### config.mk
export PLATFORM = sky130hd
export DESIGN_NAME = mux2_rr_arbiter
export DESIGN_NICKNAME = d
export VERILOG_FILES = /design/src/rtl/mux2_rr_arbiter_pkg.sv /design/src/rtl/two_to_one_mux.sv /design/src/rtl/mux2_rr_arbiter.sv
export SDC_FILE = /design/constraint.sdc
export NUM_CORES = 1
export LEC_CHECK = 0
export ABC_AREA = 1
export CORE_UTILIZATION = 35
export DETAILED_ROUTE_END_ITERATION = 12
export GPL_ROUTABILITY_DRIVEN = 0
export PLACE_DENSITY = 0.8
export SLEW_MARGIN = 20
export SYNTH_ARGS = -nofsm -noshare
export SYNTH_HDL_FRONTEND = slang
export SYNTH_SLANG_ARGS = --single-unit
### constraint.sdc
create_clock -name clk -period 1.5 [get_ports clk]
set_clock_uncertainty 0.05 [all_clocks]
set_input_delay 0.375 -clock clk [delete_from_list [all_inputs] [get_ports clk]]
set_output_delay 0.375 -clock clk [all_outputs]
set_load 0.05 [all_outputs]
### src/rtl/mux2_rr_arbiter_pkg.sv
// Shared constants, types and grant helper for the two-requester round-robin arbiter.
package mux2_rr_arbiter_pkg;

    localparam logic ST_IDLE = 1'b0;
    localparam logic ST_BUSY = 1'b1;

    localparam logic REQ0 = 1'b0;
    localparam logic REQ1 = 1'b1;

    typedef enum logic {
        S_IDLE = ST_IDLE,
        S_BUSY = ST_BUSY
    } arb_state_e;

    // Winner when idle: a lone requester wins outright, a tie goes to prio.
    function automatic logic pick_grant(input logic v0, input logic v1, input logic prio);
        logic g;
        g = REQ0;
        if (v0 && v1) begin
            g = prio;
        end else if (v1) begin
            g = REQ1;
        end
        return g;
    endfunction

endpackage

### src/rtl/two_to_one_mux.sv
// Gate-level single-bit 2:1 mux.
// Ports: i_a (selected when i_sel=0), i_b (selected when i_sel=1), i_sel, o_y.
module two_to_one_mux (
    input  logic i_a,
    input  logic i_b,
    input  logic i_sel,
    output logic o_y
);

    logic w_sel_n;
    logic w_a_term;
    logic w_b_term;

    not u_not_sel (w_sel_n, i_sel);
    and u_and_a   (w_a_term, i_a, w_sel_n);
    and u_and_b   (w_b_term, i_b, i_sel);
    or  u_or_y    (o_y, w_a_term, w_b_term);

endmodule

### src/rtl/mux2_rr_arbiter.sv
// Round-robin arbiter sharing one valid/ready channel between two requesters.
// A grant is held until a last-flagged beat or MAX_BURST accepted beats.
// Ports:
//   clk, rst_n                         clock, synchronous active-low reset
//   reqN_valid/data/last, reqN_ready   requester N stream (N = 0, 1)
//   out_valid/data/last, out_ready     shared downstream stream
//   sel                                registered mux select (0 = req0, 1 = req1)
//   busy                               registered, high while a grant is held
module mux2_rr_arbiter
    import mux2_rr_arbiter_pkg::*;
#(
    parameter int unsigned WIDTH     = 8,
    parameter int unsigned MAX_BURST = 4,
    parameter int unsigned CNT_W     = 3
) (
    input  logic             clk,
    input  logic             rst_n,
    input  logic             req0_valid,
    input  logic [WIDTH-1:0] req0_data,
    input  logic             req0_last,
    output logic             req0_ready,
    input  logic             req1_valid,
    input  logic [WIDTH-1:0] req1_data,
    input  logic             req1_last,
    output logic             req1_ready,
    output logic             out_valid,
    output logic [WIDTH-1:0] out_data,
    output logic             out_last,
    input  logic             out_ready,
    output logic             sel,
    output logic             busy
);

    arb_state_e       r_state;
    arb_state_e       w_state_nxt;
    logic             r_sel;
    logic             w_sel_nxt;
    logic             r_prio;
    logic             w_prio_nxt;
    logic [CNT_W-1:0] r_cnt;
    logic [CNT_W-1:0] w_cnt_nxt;

    logic             w_active;
    logic             w_valid_mux;
    logic             w_last_mux;
    logic             w_cnt_max;
    logic             w_accept;
    logic [WIDTH-1:0] w_data_mux;

    assign sel  = r_sel;
    assign busy = (r_state == S_BUSY);

    // Channel is open only while a grant is held and reset is not asserted.
    assign w_active = busy & rst_n;

    // Data path: one mux per bit, all steered by the registered select.
    for (genvar gi = 0; gi < int'(WIDTH); gi++) begin : g_data_mux
        two_to_one_mux u_mux_data (
            .i_a   (req0_data[gi]),
            .i_b   (req1_data[gi]),
            .i_sel (r_sel),
            .o_y   (w_data_mux[gi])
        );
    end

    two_to_one_mux u_mux_last (
        .i_a   (req0_last),
        .i_b   (req1_last),
        .i_sel (r_sel),
        .o_y   (w_last_mux)
    );

    two_to_one_mux u_mux_valid (
        .i_a   (req0_valid),
        .i_b   (req1_valid),
        .i_sel (r_sel),
        .o_y   (w_valid_mux)
    );

    assign w_cnt_max  = (r_cnt == CNT_W'(MAX_BURST - 1));
    assign out_data   = w_data_mux;
    assign out_valid  = w_valid_mux & w_active;
    assign out_last   = w_last_mux | (w_active & w_cnt_max);
    assign req0_ready = w_active & (r_sel == REQ0) & out_ready;
    assign req1_ready = w_active & (r_sel == REQ1) & out_ready;
    assign w_accept   = out_valid & out_ready;

    // State, select, priority and beat counter registers.
    always_ff @(posedge clk) begin
        if (!rst_n) begin
            r_state <= S_IDLE;
            r_sel   <= REQ0;
            r_prio  <= REQ0;
            r_cnt   <= '0;
        end else begin
            r_state <= w_state_nxt;
            r_sel   <= w_sel_nxt;
            r_prio  <= w_prio_nxt;
            r_cnt   <= w_cnt_nxt;
        end
    end

    // Grant, burst counting and release.
    always_comb begin
        w_state_nxt = r_state;
        w_sel_nxt   = r_sel;
        w_prio_nxt  = r_prio;
        w_cnt_nxt   = r_cnt;
        case (r_state)
            S_IDLE: begin
                if (req0_valid || req1_valid) begin
                    w_state_nxt = S_BUSY;
                    w_sel_nxt   = pick_grant(req0_valid, req1_valid, r_prio);
                    w_cnt_nxt   = '0;
                end
            end
            S_BUSY: begin
                if (w_accept) begin
                    if (out_last) begin
                        w_state_nxt = S_IDLE;
                        w_prio_nxt  = ~r_sel;
                        w_cnt_nxt   = '0;
                    end else begin
                        w_cnt_nxt = r_cnt + CNT_W'(1);
                    end
                end
            end
            default: w_state_nxt = S_IDLE;
        endcase
    end

endmodule

==> key figures <==
Floorplanning
  • Rows: 14
  • Ports: 37
  • Initial Util: between 30% and 40%
  • Die X: 42.4 um
  • Core footprint: roughly 0.0015 mm^2
  • Die area: between 0.0015 and 0.002 mm^2
  • Die height: ~42 um

Setup path
  • CP max stage delay: about 0.33 ns
  • WP data required: between 1 and 1.5 ns
  • CP cell instances: ha_4 > ha_4 > nand3_4 > nand3_4 > buf_12
  • CP max stage cell: dfxtp_2
  • Startpoint Class: flip-flop
  • WS Path Type: reg2out
  • Critical-path maximum fanout: 2
  • Worst Path Arrival: 1.22 ns
  • Crit. End Element: output port

Drt
  • DRT iter0 DRCs: 15
  • Post-DR wirelength/cell: 18.2 um
  • Routed Antenna Nets: 0
  • DRT Wirelength: about 2900 um
  • DRC: 0
  • Vias per std cell: roughly 5.4
  • Vias: 841
  • Initial DRT Pass Iterations: 4

Cells and area
  • Most frequent cells in the layout: buf_4 (15), dlygate4sd2_1 (14), buf_12 (14)
  • Layout cell share with drive strength beyond 1: ~60%
  • Nets@finish: between 150 and 200
  • Most common cell after layout, fill and taps aside: buf_4
  • Final cell count without fillers: 157
  • Antenna fix cells: 0
  • Syn-to-layout area delta: 149%

Logic synthesis
  • Post-synthesis cell count: 91
  • Yosys warns: 0
  • Mux share of post-synthesis cell area: 0%
  • Post-synth top area share: between 20% and 30%
  • Cell Area, Synth: 572 um^2
  • Synth Register Bits: 6
  • Fraction of the yosys area taken by sequential cells: 21.0%
  • Combinational family with the most area after synthesis: simple AND/OR/NAND/NOR gates
  • Synth Area in Compound Gates: under 10%
  • Count of cell types in the netlist: 21
  • Yosys top cell by area: nand2_1
  • Synth Area in Adders: around 4.4%
  • Net count after synthesis: about 120
  • Post-Synth XOR/XNOR Area: 0%
  • Post-synthesis area per instance: roughly 6.3 um^2
  • Ranking of synthesized cells by area: nand2_1 (24%), dfxtp_1 (21%), buf_4 (11%)
  • Post-Synth Simple-Gate Area: around half

Clock tree
  • CTS tree: yes
  • Hold_buf cts: 0
  • Max clock buf depth: 2
  • Worst-path clk slew: roughly 0.05 ns
  • Clock latency on the worst-skew pair: between 0.2 and 0.3 ns
  • CTS root buffer: clkbuf_4
  • TritonCTS Buffers: 3
  • Clk sinks: 6
  • H-tree depth: 1

GRT
  • First-pass GRT wire length: ~3500 um
  • Largest net degree at the start of global routing: 8
  • Vias in the first global route: 790
  • Total global routing overflow: 0
  • Initial antenna violation count: 0
  • Total GRT Usage: about a quarter

Timing
  • Worst slew pin tran: ~0.19 ns
  • RSZ-0062 raised after global routing: yes
  • Slew Limit Fails: 0
  • Worst hold margin: between 0.4 and 0.5 ns
  • Tmin final: 1.64 ns
  • Slew margin rel.: between 80% and 90%
  • FMAX: 608 MHz
  • Setup violations, final: 11
  • PnR worst setup slack: -0.144 ns
  • Final Cycle Share: 110%
  • Hold Vio Cnt, Final: 0

Pwr
  • Comb power frac: 58.1%
  • Pwr Density: between 500 and 600 mW/mm^2
  • Internal power: 0.489 mW
  • Leak: between 0.6 and 0.7 nW
  • Switching Power: between 0.3 and 0.4 mW
  • Sw Share: between 40% and 50%
  • Sequential Power Share: a little over a fifth
  • Maximum VDD drop: between 0.6 and 0.7 mV
  • Clock power frac: roughly 20%

Hold path
  • Worst Hold Class: reg2reg

Placed design
  • PortBufs: 36
  • Post-Place Cells: 143
  • Hpwl dp: 1350 um

Run status
  • Status: complete, but fails checks
  • Failing checks: setup timing

Run
  • Max Cap Viol: 0
[kinds of logic after synthesis]
family	after synthesis
simple gates	58
buf+inv	20
fa+ha+maj	2
flops	6
compound gates	5
[worst max-delay path: cells and delay by family (launching register included)]
| family | cells | cell delay [ns] |
|---|---|---|
| fa+ha+maj | 2 | 0.32 |
| buf+inv | 1 | 0.16 |
| flops | 1 | 0.33 |
| simple gates | 2 | 0.15 |
[power groups by stage]
stage	clock network [mW]	logic (mW)	registers, mW
2_1_floorplan	0	0.191	0.187
3_3_place_gp	0	0.381	0.179
3_5_place_dp	0	0.387	0.179
4_1_cts	0.173	0.428	0.177
5_1_grt	0.176	0.490	0.179
6_report	0.164	0.473	0.178
[registers in the layout (all words and copies together), names as in the netlist]
signal and count:
busy 1, r_prio 1, r_cnt 3, sel 1
[cell type report]
type,instances,area (um^2)
Timing Repair Buffer,55,649
Sequential cell,6,130
Timing Repair inverter,1,11.3
Fill cell,47,98.8
Inverter,10,45.0
Multi-Input combinational cell,65,543
Clock buffer,4,26.3
Tap cell,16,20.0
[worst paths after layout]
kind              slack, ns                  start                     to  depth (start not counted)
hold / removal         0.45  r_cnt[2]$_SDFFE_PN0P_  r_cnt[2]$_SDFFE_PN0P_                          2
hold reg to reg        0.45  r_cnt[2]$_SDFFE_PN0P_  r_cnt[2]$_SDFFE_PN0P_                          2
setup / recovery      -0.14  r_cnt[1]$_SDFFE_PN0P_               out_last                          5
setup reg to reg       0.09       sel$_SDFFE_PN0P_  r_cnt[0]$_SDFFE_PN0P_                          8
[synth_stat cells (all sizes together)]
| library cell | count |
|---|---|
| nor2 | 8 |
| nor3 | 2 |
| nand3 | 5 |
| nand4 | 4 |
| inv | 10 |
| buf | 9 |
| o211ai | 1 |
| nand2 | 39 |
| clkbuf | 1 |
| o21ai | 3 |
| a21boi | 1 |
| ha | 2 |
| dfxtp | 6 |
[through the flow]
stage	setup WS (ns)	total power, mW	util (%)	TNS (ns)	area [um^2]
4_1_cts	-0.146	0.778	86.6	-0.480	1320
5_1_grt	-0.159	0.845	93.5	-0.935	1430
6_report	-0.144	0.815	93.5	-0.494	1430
3_3_place_gp	-0.317	0.560	74.0	-2.53	1130
2_1_floorplan	0.0115	0.379	-	0	608
3_5_place_dp	-0.342	0.566	74.0	-2.95	1130
[routing by layer]
metal  GRT usage (%)  share of wire [%]  routed length [um]
met3            5.17                7.3                 210
met1            26.6                 39                1100
met5               0                  0                   0
met4            20.6                3.8                 109
met2            45.5                 50                1440
[what timing repair did]
item                       CTS  global route
setup endpoints to repair   13            14
gates resized for setup     55            24
buffers inserted             7             1
pin swaps                   20            12
gates cloned                 2             0
Note: power is estimated with default switching activity, not from simulation.
